### src/rtl/adc_spi_sampler.sv
// rtl/adc_spi_sampler.sv - periodic serial ADC reader with power-of-two averaging
//
// Purpose: a period timer triggers a chip-select framed SCLK burst to an
// ADC081S021-style converter. The data bits of each frame are shifted in
// MSB-first and accumulated. Every 2^AVG_LOG2 frames the truncated mean is
// published on ADC_value_o with a one-cycle dataValid_STRB_o.
//
// Ports:
//   clk_i            system clock, rising edge
//   rst_i            synchronous reset, active-high
//   enable_i         sample-timer enable (0 also clears overrun_o)
//   samplePeriod_i   clk_i cycles between triggers, 0 = no triggers
//   adc_miso_i       serial data from the ADC
//   adc_cs_n_o       ADC chip select, active-low
//   adc_sclk_o       ADC serial clock, idle high
//   ADC_value_o      latest (averaged) sample
//   dataValid_STRB_o one-cycle strobe, ADC_value_o updated
//   busy_o           conversion frame in progress
//   overrun_o        sticky, a trigger arrived while not idle

module adc_spi_sampler #(
  parameter int ADC_BITWIDTH    = 8,
  parameter int CLK_DIV         = 4,
  parameter int FRAME_BITS      = 16,
  parameter int DATA_MSB_POS    = 3,
  parameter int AVG_LOG2        = 2,
  parameter int PERIOD_BITWIDTH = 16
) (
  input  logic                       clk_i,
  input  logic                       rst_i,
  input  logic                       enable_i,
  input  logic [PERIOD_BITWIDTH-1:0] samplePeriod_i,
  input  logic                       adc_miso_i,
  output logic                       adc_cs_n_o,
  output logic                       adc_sclk_o,
  output logic [ADC_BITWIDTH-1:0]    ADC_value_o,
  output logic                       dataValid_STRB_o,
  output logic                       busy_o,
  output logic                       overrun_o
);

  localparam int ACC_W = ADC_BITWIDTH + AVG_LOG2;
  localparam int CNT_W = AVG_LOG2 + 1;
  localparam int DIV_W = (CLK_DIV > 1) ? $clog2(CLK_DIV) : 1;
  localparam int BIT_W = (FRAME_BITS > 1) ? $clog2(FRAME_BITS) : 1;

  localparam logic [PERIOD_BITWIDTH-1:0] PERIOD_ONE = PERIOD_BITWIDTH'(1);
  localparam logic [DIV_W-1:0]           DIV_ONE    = DIV_W'(1);
  localparam logic [DIV_W-1:0]           DIV_LAST   = DIV_W'(CLK_DIV - 1);
  localparam logic [BIT_W-1:0]           BIT_ONE    = BIT_W'(1);
  localparam logic [BIT_W-1:0]           BIT_LAST   = BIT_W'(FRAME_BITS - 1);
  localparam logic [BIT_W-1:0]           DATA_FIRST = BIT_W'(DATA_MSB_POS);
  localparam logic [BIT_W-1:0]           DATA_LAST  = BIT_W'(DATA_MSB_POS + ADC_BITWIDTH - 1);
  localparam logic [CNT_W-1:0]           CNT_ONE    = CNT_W'(1);
  localparam logic [CNT_W-1:0]           CNT_LAST   = CNT_W'((1 << AVG_LOG2) - 1);

  typedef enum logic [2:0] {
    S_IDLE,
    S_SETUP,
    S_LOW,
    S_HIGH,
    S_DONE
  } state_t;

  state_t                       state_q;
  logic [PERIOD_BITWIDTH-1:0]   period_q, period_d;
  logic                         trigger;
  logic [DIV_W-1:0]             div_q;
  logic [BIT_W-1:0]             bit_q;
  logic [ADC_BITWIDTH-1:0]      shreg_q;
  logic [ACC_W-1:0]             acc_q;
  logic [ACC_W-1:0]             acc_sum;
  logic [CNT_W-1:0]             cnt_q;
  logic                         cs_n_q, sclk_q, strobe_q, busy_q, overrun_q;
  logic [ADC_BITWIDTH-1:0]      value_q;
  logic                         div_last;
  logic                         in_window;

  // Period timer: wraps in the trigger cycle, parked at 0 when disabled.
  always_comb begin
    trigger  = 1'b0;
    period_d = '0;
    if (enable_i && (samplePeriod_i != '0)) begin
      if (period_q == samplePeriod_i - PERIOD_ONE) begin
        trigger = 1'b1;
      end else begin
        period_d = period_q + PERIOD_ONE;
      end
    end
  end

  always_ff @(posedge clk_i) begin
    if (rst_i) begin
      period_q <= '0;
    end else begin
      period_q <= period_d;
    end
  end

  assign div_last  = (div_q == DIV_LAST);
  assign in_window = (bit_q >= DATA_FIRST) && (bit_q <= DATA_LAST);
  // Accumulator is wide enough for 2^AVG_LOG2 full-scale samples.
  assign acc_sum   = acc_q + ACC_W'(shreg_q);

  always_ff @(posedge clk_i) begin
    if (rst_i) begin
      state_q   <= S_IDLE;
      div_q     <= '0;
      bit_q     <= '0;
      shreg_q   <= '0;
      acc_q     <= '0;
      cnt_q     <= '0;
      cs_n_q    <= 1'b1;
      sclk_q    <= 1'b1;
      value_q   <= '0;
      strobe_q  <= 1'b0;
      busy_q    <= 1'b0;
      overrun_q <= 1'b0;
    end else begin
      strobe_q <= 1'b0;
      if (!enable_i) begin
        overrun_q <= 1'b0;
      end else if (trigger && (state_q != S_IDLE)) begin
        overrun_q <= 1'b1;
      end

      case (state_q)
        S_IDLE: begin
          if (trigger) begin
            state_q <= S_SETUP;
            cs_n_q  <= 1'b0;
            busy_q  <= 1'b1;
            div_q   <= '0;
            bit_q   <= '0;
          end
        end
        S_SETUP: begin
          if (div_last) begin
            div_q   <= '0;
            sclk_q  <= 1'b0;
            state_q <= S_LOW;
          end else begin
            div_q <= div_q + DIV_ONE;
          end
        end
        S_LOW: begin
          if (div_last) begin
            div_q   <= '0;
            sclk_q  <= 1'b1;
            state_q <= S_HIGH;
            // MISO was driven on the falling edge and is stable by the rising one.
            if (in_window) begin
              shreg_q <= {shreg_q[ADC_BITWIDTH-2:0], adc_miso_i};
            end
          end else begin
            div_q <= div_q + DIV_ONE;
          end
        end
        S_HIGH: begin
          if (div_last) begin
            div_q <= '0;
            if (bit_q == BIT_LAST) begin
              state_q <= S_DONE;
              cs_n_q  <= 1'b1;
              busy_q  <= 1'b0;
            end else begin
              bit_q   <= bit_q + BIT_ONE;
              sclk_q  <= 1'b0;
              state_q <= S_LOW;
            end
          end else begin
            div_q <= div_q + DIV_ONE;
          end
        end
        S_DONE: begin
          state_q <= S_IDLE;
          if (cnt_q == CNT_LAST) begin
            value_q  <= acc_sum[ACC_W-1:AVG_LOG2];
            strobe_q <= 1'b1;
            acc_q    <= '0;
            cnt_q    <= '0;
          end else begin
            acc_q <= acc_sum;
            cnt_q <= cnt_q + CNT_ONE;
          end
        end
        default: state_q <= S_IDLE;
      endcase
    end
  end

  assign adc_cs_n_o       = cs_n_q;
  assign adc_sclk_o       = sclk_q;
  assign ADC_value_o      = value_q;
  assign dataValid_STRB_o = strobe_q;
  assign busy_o           = busy_q;
  assign overrun_o        = overrun_q;

endmodule

### config.mk
export PLATFORM = sky130hd
export DESIGN_NAME = adc_spi_sampler
export DESIGN_NICKNAME = d
export VERILOG_FILES = /design/src/rtl/adc_spi_sampler.sv
export SDC_FILE = /design/constraint.sdc
export NUM_CORES = 1
export LEC_CHECK = 0
export CAP_MARGIN = 20
export CORE_ASPECT_RATIO = 1.2
export CORE_MARGIN = 1.5
export CORE_UTILIZATION = 57
export CTS_BUF_LIST = sky130_fd_sc_hd__clkbuf_4 sky130_fd_sc_hd__clkbuf_8 sky130_fd_sc_hd__clkbuf_16
export CTS_CLUSTER_SIZE = 40
export DETAILED_ROUTE_END_ITERATION = 8
export PLACE_DENSITY = 0.79
export REMOVE_ABC_BUFFERS = 1
export SYNTH_ARGS = -nofsm -noshare
export SYNTH_HDL_FRONTEND = slang
export SYNTH_SLANG_ARGS = --single-unit
### constraint.sdc
create_clock -name clk_i -period 4.1 [get_ports clk_i]
set_input_delay 0.82 -clock clk_i [delete_from_list [all_inputs] [get_ports clk_i]]
set_output_delay 0.82 -clock clk_i [all_outputs]
set_load 0.03 [all_outputs]
# Word-level counts from Yosys, hierarchy flattened
# Index checks and enable logic that the tools add are counted.
# Widths: inputs -> output; s select.
dict set report op_classes {
  n_addsub 6
  n_lt_le_gt_ge 2
  eq_ne 14
  muxes 31
  n_bitwise 3
  n_reduce_logical 20
}
# operator count
set ops {}
lappend ops {{$mux 3} 6}
lappend ops {{$add 16x1->16 const B} 1}
lappend ops {{$eq 16x16->1} 1}
lappend ops {{$reduce_bool 16->1} 1}
lappend ops {{$sub 16x1->16 const B} 1}
lappend ops {{$mux 1} 13}
lappend ops {{$mux 4} 3}
lappend ops {{$ne 2x2->1 const B} 6}
lappend ops {{$pmux 3 s4} 1}
lappend ops {{$reduce_and 4->1} 3}
lappend ops {{$add 10x8->10} 1}
lappend ops {{$mux 10} 1}
lappend ops {{$eq 3x2->1 const B} 3}
lappend ops {{$pmux 4 s2} 1}
lappend ops {{$reduce_bool 3->1} 2}
lappend ops {{$reduce_or 3->1} 2}
lappend ops {{$reduce_and 5->1} 1}
lappend ops {{$add 4x1->4 const B} 1}
lappend ops {{$eq 4x4->1 const B} 1}
lappend ops {{$ge 4x2->1 const B} 1}
lappend ops {{$le 4x4->1 const B} 1}
lappend ops {{$mux 2} 2}
lappend ops {{$pmux 1 s2} 2}
lappend ops {{$pmux 2 s2} 1}
lappend ops {{other kinds (13)} 20}
dict set report totals {
  ff_bits 59
  input_bits 20
  elab_cells 89
}

# Logic depth before layout (Yosys ltp)
# Gate-level depths: netlist (run 1).
dict set report logic_depth {
  depth_word 6
  mapped_depth 11
  ltp_nobuf 10
}

# Worst setup path before layout (run 1)
# Ideal clock, no wire load.
dict set report synth_path {
  kind {input -> register}
  from {input port samplePeriod_i[3]}
  to {register state_q[2]}
  setup_ps 79
  t_arrival_ps 3129
  t_required_ps 4021
  slack_ps 891
  cell_stages 8
  path_buffers 1
  path_cell_list {or4_1 > buf_2 > o31a_1 > or3_1 > a21oi_1 > o2111ai_1 > or4_1 > a211oi_2}
}
dict set report synth_between {
  elab_chain_cells 6
}
# item line_no
set synth_lines {}
lappend synth_lines {{start, declared} 32} ;# input logic [PERIOD_BITWIDTH-1:0] samplePeriod_i,
lappend synth_lines {{$sub 16x1->16} 84} ;# if (period_q == samplePeriod_i - PERIOD_ONE) begin
lappend synth_lines {{$eq 16x16->1} 84}
lappend synth_lines {{$mux 1} 84}
lappend synth_lines {{$mux 1 (*)} 83} ;# if (enable_i && (samplePeriod_i != '0)) begin
lappend synth_lines {{$ne 2x2->1 (no source line) (*)} -}
lappend synth_lines {{$reduce_and 4->1 (no source line) (*)} -}
lappend synth_lines {{end signal, assigned} 107} ;# state_q <= S_IDLE;
lappend synth_lines {{end signal, assigned} 130} ;# state_q <= S_SETUP;
lappend synth_lines {{end signal, assigned} 141} ;# state_q <= S_LOW;
lappend synth_lines {{end, declared} 65} ;# state_t state_q;
# Mark *: on every way between the ends. The rest lies on a longest branch, timed or not.
# A chain may end at the register's enable or synchronous reset.

# Worst setup path after layout (run 1)
dict set report layout_path {
  from {input port samplePeriod_i[0]}
  to {register cs_n_q (netlist: adc_cs_n_o)}
}
dict set report layout_between {
  elab_chain_cells 6
}
# item line_no
set layout_lines {}
lappend layout_lines {{$sub 16x1->16} 84}
lappend layout_lines {{$eq 16x16->1} 84}
lappend layout_lines {{$mux 1} 84}
lappend layout_lines {{$mux 1 (*)} 83}
lappend layout_lines {{$ne 2x2->1 (no source line) (*)} -}
lappend layout_lines {{$reduce_and 4->1 (no source line) (*)} -}
lappend layout_lines {{end signal, assigned} 113} ;# cs_n_q <= 1'b1;
lappend layout_lines {{end signal, assigned} 131} ;# cs_n_q <= 1'b0;
lappend layout_lines {{end signal, assigned} 164} ;# cs_n_q <= 1'b1;
lappend layout_lines {{end, declared} 74} ;# logic cs_n_q, sclk_q, strobe_q, busy_q, overrun_q;
# Marked as above.

==> run summary, run 1 <==
The flow ran to the end, and the final reports show no timing, DRC or antenna violations. The run gives 0 as the initial antenna violation count. The first detailed-routing pass took 7 iterations.

After synthesis, the largest family of logic cells by area is simple AND/OR/NAND/NOR gates. Before CTS, the worst setup slack after placement is 57.3 ps. The setup check on the worst reg-to-reg path leaves a slack of 1670 ps. The cell type with the largest total area after synthesis was sky130_fd_sc_hd__dfxtp_1. Detailed placement ended at an HPWL of 5830 um. After synthesis, the largest area contributor takes up 35.0% of total cell area. The most used flip-flop cell after synthesis is sky130_fd_sc_hd__dfxtp_1. After detailed routing, the total wire length is 8080 um. The synthesis warning total was 0.

The logs give 425 ps for the worst path setup slack after routing and 3810 um2 for the post-detailed-placement cell area. Across every metal layer, demand over resource in global routing totals 27.1%. The fraction of final layout cells with drive strength greater than 1 is 7.91%. The maximum frequency from static timing analysis is 272 MHz. Endpoint of the lowest-slack register-to-register path: adc_cs_n_o. Post-CTS timing repair inserted 0 buffers for setup.

In this run, placement finished with an instance count of 518. The die is 73.3 um wide. For this block, the initial DRC count from the detailed router was 136. Clock-pin slew was measured on the worst setup and hold paths at 70 ps.

Dividing the detail-routed wire length by the instance count gives 15.1 um. In this run the worst hold path is classified as reg -> reg. Between clock sinks in the finished design, the worst skew comes to 7.47 ps.

Post-route standard cell area excluding fillers: 4050 um2. The fraction of the yosys area taken by sequential cells is 35.0%. Gates resized during post-CTS repair numbered 0. In this run, CTS created clock tree buffers numbering 9. The tools report the worst vdd rail ir drop as 0.000296 V. In the post-synthesis netlist, the biggest area contributors are sky130_fd_sc_hd__dfxtp_1, sky130_fd_sc_hd__xnor2_1, sky130_fd_sc_hd__nor2_1. The total chip power was 1.26 mW; the die area was 6400 um2. The clock passes through at most 2 buffers. Worst setup path endpoint: adc_cs_n_o. Summed over all failing endpoints, the final setup total negative slack is 0 ps.

The number of antenna diodes in the final layout is 0. Setup repair after global routing left no endpoint under its margin. For the worst setup path, the data arrival time is 3850 ps. The maximum number of pins on one net before global-route repair was 35. The die outline height was 87.3 um; the number of buffers inserted for hold repair after clock tree synthesis was 0. The fill cell total of the finished layout was 468; the required time of the critical path was 4280 ps. The residual DRC count was 0; the via density per instance was 5.97. In this run, synthesis inferred 0 flip-flops with an integrated enable. The worst pin sits at a relative slew slack of 43.8%. Of all nets on the critical path, the largest fanout is 8.

The run gives 3030 as the via count of the first global-routing pass. The number of levels the H-tree was split into is 3, and the core box area is 5710 um2. Power spread over the standard cell area amounts to 310 nW/um2.

The worst setup path is launched from an input port. The final period demand of the worst path was 3680 ps; the total standard cell area after synthesis was 3380 um2. The average cell area after synthesis came out at 8.18 um2. Post-layout net count: 485. The count of final hold-check violations came out at 0.

Summing the areas of all fa, ha and maj instances in the mapped netlist gives 5.78% of the synthesized area. The site row count was 30; the count of buffers inserted at the top-level ports was 32. Relative to the synthesized area, the layout overhead comes to 19.9%.

The later-pin clock latency in the skew report came out at 340 ps. In this run the critical register-to-register path is launched from period_q[2]. The area fraction in and, or, nand and nor cells after synthesis is 28.4%. The start-to-end type of the worst setup path was in -> reg. TritonCTS built the clock tree.

Of the total synthesized cell area, the portion taken by XOR and XNOR cells is 9.59%. Summing the areas of all compound-gate instances in the mapped netlist gives 15.3% of the synthesized area. The portion of synthesized area spent on multiplexers is 2.41%.

The tools report the count of maximum capacitance violations as 0. Final global-route overflow total: 0. STA classifies the critical path endpoint as a flip-flop. The cell with the most instances after synthesis is sky130_fd_sc_hd__dfxtp_1. Routability-driven placement finished with a final weighted congestion of 0.925.

The clock root buffer master was sky130_fd_sc_hd__clkbuf_8. The number of different library cells used by synthesis comes to 58. The total of flip-flops plus latches after synthesis was 59. For this design the static power due to leakage is 1.50 nW.

The run gives 3196 as the number of vias in the routed layout. The logs give 33 for the I/O pin count and 13300 um for the first-pass GRT wire length. The finished layout holds 535 standard cells, fillers aside. Synthesis handed over a netlist of 413 instances.

The detail route stage leaves a number of antenna-violating nets equal to 0. The effective utilization at floorplan is 59.2%. For the pin with the worst max-slew slack, the measured transition is 842 ps. Worst setup path startpoint: samplePeriod_i[0].

Dividing the final minimum period by the clock period gives 89.6%. Ranked by instance count, the synthesized netlist is headed by sky130_fd_sc_hd__dfxtp_1, sky130_fd_sc_hd__nor2_1, sky130_fd_sc_hd__nand2_1. For the worst flop-to-flop path, the logic depth is 6.

The run gives 0 as the count of pins over their slew limit. The proportion of register bits with asynchronous set or reset after synthesis was 0%; the number of clock sinks seen by CTS was 59. Setup violations remaining at the end of the flow were counted as 0.
==> flip-flops by register name, indices dropped and copies added (netlist names) <==
signal            flops
acc_q                10
adc_cs_n_o            1
state_q               3
cnt_q                 3
period_q             16
shreg_q               8
bit_q                 4
dataValid_STRB_o      1
busy_o                1
ADC_value_o           8
overrun_o             1
div_q                 2
adc_sclk_o            1
==> layer usage <==
metal  share of wire (%)  global-route usage [%]  vias up
met3                 5.7                    6.13       22
met4                 3.9                    14.8        0
met1                  39                    28.5     1475
li1                    -                       -     1580
met5                   0                       0        -
met2                  51                    48.9      119
==> cell usage in the layout (no fill, tap or decap), types with 2 or more instances in the layout <==
| master | n |
|---|---|
| sky130_fd_sc_hd__a211o_1 | 2 |
| sky130_fd_sc_hd__and3_1 | 9 |
| sky130_fd_sc_hd__nor2_1 | 47 |
| sky130_fd_sc_hd__nor4_1 | 17 |
| sky130_fd_sc_hd__mux2i_1 | 7 |
| sky130_fd_sc_hd__clkbuf_8 | 11 |
| sky130_fd_sc_hd__nand4_1 | 4 |
| sky130_fd_sc_hd__nor3_1 | 18 |
| sky130_fd_sc_hd__o21a_1 | 2 |
| sky130_fd_sc_hd__o21ai_0 | 15 |
| sky130_fd_sc_hd__nor3b_1 | 2 |
| sky130_fd_sc_hd__a21o_1 | 2 |
| sky130_fd_sc_hd__and2_1 | 2 |
| sky130_fd_sc_hd__bufinv_16 | 2 |
| sky130_fd_sc_hd__or4_1 | 7 |
| sky130_fd_sc_hd__dfxtp_1 | 59 |
| sky130_fd_sc_hd__o31ai_1 | 2 |
| sky130_fd_sc_hd__a22oi_1 | 6 |
| sky130_fd_sc_hd__a21oi_1 | 18 |
| sky130_fd_sc_hd__or2_2 | 2 |
| sky130_fd_sc_hd__a31oi_1 | 5 |
| sky130_fd_sc_hd__nand2_1 | 29 |
| sky130_fd_sc_hd__xnor2_1 | 22 |
| sky130_fd_sc_hd__xor2_1 | 15 |
| sky130_fd_sc_hd__inv_1 | 14 |
| sky130_fd_sc_hd__nor2b_1 | 7 |
| sky130_fd_sc_hd__clkdlybuf4s50_1 | 32 |
| sky130_fd_sc_hd__nand3_1 | 27 |
| sky130_fd_sc_hd__or3_1 | 7 |
| sky130_fd_sc_hd__o2111ai_1 | 3 |
| sky130_fd_sc_hd__ha_1 | 14 |
| sky130_fd_sc_hd__buf_4 | 12 |
| sky130_fd_sc_hd__nand2b_1 | 5 |
==> per-stage QoR <==
stage / utilization, % / hold WS, ps
after floorplan: - / 434
after global placement: 66.8 / 446
after detailed placement: 66.8 / 449
after CTS: 70.9 / 458
after global routing: 71.0 / 487
final: 71.0 / 459
==> worst min path at each step <==
stage / start / to / slack, ps / cells past startpoint
after floorplan: cnt_q[1] / cnt_q[1] / 430 / 2
after global placement: cnt_q[1] / cnt_q[1] / 450 / 2
after detailed placement: ADC_value_o[3] / ADC_value_o[3] / 450 / 2
after CTS: ADC_value_o[3] / ADC_value_o[3] / 460 / 2
after global routing: ADC_value_o[6] / ADC_value_o[6] / 490 / 2
final: ADC_value_o[3] / ADC_value_o[3] / 460 / 2
==> final cells by class <==
type	count	area, um2	area share (%)
Tap cell	80	100	2.47
Inverter	14	52.6	1.30
Timing Repair Buffer	44	410	10.1
Sequential cell	59	1180	29.2
Clock buffer	12	159	3.92
Multi-Input combinational cell	322	2070	51.2
Clock inverter	4	72.6	1.79
==> critical path, cell delays in order <==
cell and delay [ps]:
sky130_fd_sc_hd__clkdlybuf4s50_1 480, sky130_fd_sc_hd__inv_1 90, sky130_fd_sc_hd__ha_1 200, sky130_fd_sc_hd__nor2b_1 580, sky130_fd_sc_hd__a31oi_1 160, sky130_fd_sc_hd__nor4_1 370
sky130_fd_sc_hd__o2111ai_1 200, sky130_fd_sc_hd__buf_4 190, sky130_fd_sc_hd__nor4b_2 560, sky130_fd_sc_hd__o21ai_0 200
==> where the power goes <==
| part | switching, mW | internal (mW) | leakage, nW |
|---|---|---|---|
| registers | 0.00124 | 0.574 | 0.475 |
| clock network | 0.220 | 0.381 | 0.116 |
| logic | 0.0427 | 0.0363 | 0.905 |
==> cells by family after synthesis <==
kind of cell             Yosys count
buffers and inverters             32
AND/OR/NAND/NOR                  188
adder cells (fa/ha/maj)           15
AO/OA/AOI/OAI                     74
multiplexers                       8
XOR/XNOR                          37
flip-flops                        59
No activity file was read; power rests on OpenSTA's default activity.
==> run 2, diff against run 1 <==
- HOLD_SLACK_MARGIN: unset -> 0.08
- RECOVER_POWER: unset -> 25
==> run summary, run 2 (same netlist as run 1, synthesis figures left out) <==
The final-layout worst hold slack came out at 458 ps (was 459 ps). For the number of clock sinks seen by CTS, the log shows 59 (unchanged). The internal portion of total power is 0.991 mW (about the same).

The part of the power in the clock network was 47.9% (about the same); the post-route clock period utilization was 90.0% (was 89.6%). The required time of the critical path is 4280 ps (about the same). The count of buffers inserted at the top-level ports was 32 (unchanged); the number of violations reported at the end of detailed-routing iteration 0 was 138 (was 136). Total leakage power: 1.49 nW (was 1.50 nW). The switching component of the power is 0.264 mW (about the same). Core box area: 5710 um2 (unchanged). The fraction of met1 tracks used by global routing is 28.5% (unchanged), and the data arrival time of the critical path is 3870 ps (was 3850 ps). The tools report the final global-route overflow total as 0 (unchanged).

The highest net fanout along the worst path is 8 (unchanged). Post-route setup TNS: 0 ps (unchanged). The count of pins over their slew limit is 35 (was 0), and the post-route standard cell area excluding fillers is 4050 um2 (about the same). The die outline height was 87.3 um (unchanged). Most common library cell in the layout ignoring fill and taps: sky130_fd_sc_hd__dfxtp_1 (unchanged). For the final-report setup violation count, the log shows 0 (unchanged). The routed wire length is 8080 um (about the same), and the actual slew at the worst max-slew pin is 1510 ps (was 842 ps).

The number of buffers inserted for hold repair after clock tree synthesis was 0 (unchanged). Global-route usage over all layers: 27.1% (unchanged). The slowest library cell on the worst path was sky130_fd_sc_hd__nor2b_1 (unchanged). The flow ran to the end, but the final reports show violations. The non-filler instance count after layout is 535 (unchanged), and the count of maximum capacitance violations is 1 (was 0). The register with the most flip-flops is period_q (unchanged).

The post-layout net count came out at 485 (unchanged). The later-pin clock latency in the skew report was 340 ps (about the same). For the number of vias in the routed layout, the log shows 3147 (was 3196).

The logs give 5830 um (unchanged) for the post-detailed-placement half-perimeter wirelength and 0 (unchanged) for the setup fix buffers added after clock tree synthesis. The startpoint of the most critical hold path was ADC_value_o[3] (unchanged). Worst clock skew on the final layout: 7.67 ps (was 7.47 ps). The logs give 518 (unchanged) for the cell count after placement and 0 (unchanged) for the initial antenna violation count. The post-route antenna net violation count is 0 (unchanged).

The number of antenna cells inserted was 0 (unchanged). For the effective utilization at floorplan, the log shows 59.2% (unchanged). The tools report the worst setup path startpoint as samplePeriod_i[0] (unchanged).

The run gives 5 (was 7) as the total iterations of the first detailed-routing run. The routed length per placed instance works out to 15.1 um (about the same). Kind of path behind the tightest hold check: reg -> reg (unchanged). Registers with the most flip-flops: period_q: 16 flops, acc_q: 10 flops (unchanged).

The tools report the kind of start point of the critical path as an input port (unchanged). The clock slew at the register clock pins of the worst setup and hold paths came out at 70 ps (about the same). The fraction of power spent switching nets came out at 21.0% (about the same).

The post-detailed-placement cell area was 3810 um2 (unchanged). The sort of element at the end of the critical path was a flip-flop (unchanged). Commonest non-fill, non-tap cells in the layout: sky130_fd_sc_hd__dfxtp_1, sky130_fd_sc_hd__nor2_1, sky130_fd_sc_hd__clkdlybuf4s50_1 (unchanged).

The site row count was 30 (unchanged); the via density per instance was 5.88 (was 5.97). The delay of the slowest critical-path stage is 590 ps (was 580 ps). The met3 capacity usage during global routing was 6.13% (unchanged).

The via count of the first global-routing pass is 3030 (unchanged), and the combinational share of power is 6.2% (was 6.3%). The cell count of the worst reg-to-reg path is 6 (unchanged). The start-to-end type of the worst setup path was in -> reg (unchanged).

The residual DRC count is 0 (unchanged), and the maximum number of pins on one net before global-route repair is 35 (unchanged). The relative slew slack came out at -0.828% (was 43.8%). For the clock tree buffer depth, the log shows 2 (unchanged).

The logs give 271 MHz (was 272 MHz) for the maximum frequency from static timing analysis and 45.9% (was 45.8%) for the register share of total power. The run gives 70.9% (was 71.0%) as the final design utilization. The global routing met2 resource utilization is 48.9% (unchanged), and the count of cells along the worst hold path is 2 (unchanged). Origin of the critical flop-to-flop path: period_q[2] (unchanged). The number of flip-flops in the largest register was 16 (unchanged). TritonCTS built the clock tree. The routability congestion estimate is 0.925 (unchanged). The fraction of final layout cells with drive strength greater than 1 works out to 7.69% (was 7.91%).

The power density of the placed cells is 310 nW/um2 (about the same), and the post-synthesis to final-layout area growth is 19.8% (was 19.9%). Worst-path cell chain: clkdlybuf4s50_1 -> inv_1 -> ha_1 -> nor2b_1 -> a31oi_1 -> nor4_1 -> o2111ai_1 -> buf_4 -> nor4b_2 -> o21ai_0 (unchanged). The clock root buffer master is sky130_fd_sc_hd__clkbuf_8 (unchanged).

The number of levels the H-tree was split into was 3 (unchanged). The checks that failed: max-capacitance violations, max-slew violations. The final period demand of the worst path is 3690 ps (was 3680 ps), and the width of the die is 73.3 um (unchanged).

Setup repair after global routing left no endpoint under its margin. The logs give 9 (unchanged) for the total CTS buffers and 0.000296 V (about the same) for the worst vdd rail ir drop. The number of gates given a new drive strength after cts was 0 (unchanged); the die area was 6400 um2 (unchanged).

Global-route layer with the greatest usage: met2 (unchanged). The first-pass GRT wire length came out at 13300 um (unchanged). The count of final hold-check violations was 0 (unchanged); the I/O pin count was 33 (unchanged).
## run 2: changes by cell type in the layout (fill, tap and decap cells not counted)
cell                              change
sky130_fd_sc_hd__buf_4                -1
sky130_fd_sc_hd__dlygate4sd3_1        +1
sky130_fd_sc_hd__clkdlybuf4s50_1      -1
sky130_fd_sc_hd__clkbuf_1             +1
## run 2: cell type report
cell class | count | area (um2)
timing repair buffer | 44 | 407
clock buffer | 12 | 159
multi-input combinational | 322 | 2070
sequential | 59 | 1180
tap | 80 | 100
fill | 470 | 1660
clock inverter | 4 | 72.6
inverter | 14 | 52.6
## run 2: worst max-delay path: cells and delay by family
family                   cells  cell delay, ps
AO/OA/AOI/OAI                3             560
adder cells (fa/ha/maj)      1             200
buffers and inverters        3             760
AND/OR/NAND/NOR              3            1540
## run 2: power by group through the flow
stage / sequential [mW] / clock, mW / combinational [mW]
after floorplan: 0.588 / 0 / 0.0313
after global placement: 0.588 / 0 / 0.0770
after detailed placement: 0.588 / 0 / 0.0779
after CTS: 0.575 / 0.615 / 0.0785
after global routing: 0.575 / 0.638 / 0.0845
final: 0.575 / 0.601 / 0.0783
## run 2: through the flow
stage / total power, mW / worst slack [ps]
floorplan: 0.619 / 778
global placement: 0.665 / 167
detailed placement: 0.666 / 57.3
CTS: 1.27 / 416
global route: 1.30 / 202
finish: 1.25 / 412
## run 2: path summary, 6_finish.rpt
| kind | slack, ps | end |
|---|---|---|
| setup / recovery | 410 | adc_cs_n_o |
| hold / removal | 460 | ADC_value_o[3] |
| setup reg to reg | 1660 | adc_cs_n_o |
| hold reg to reg | 460 | ADC_value_o[3] |
## run 2: per-layer routing
metal  vias to the layer above  routed length [um]
met5                         -                   0
met4                         0                 308
met3                        20                 438
met2                       102                4090
met1                      1446                3250
li1                       1579                   -
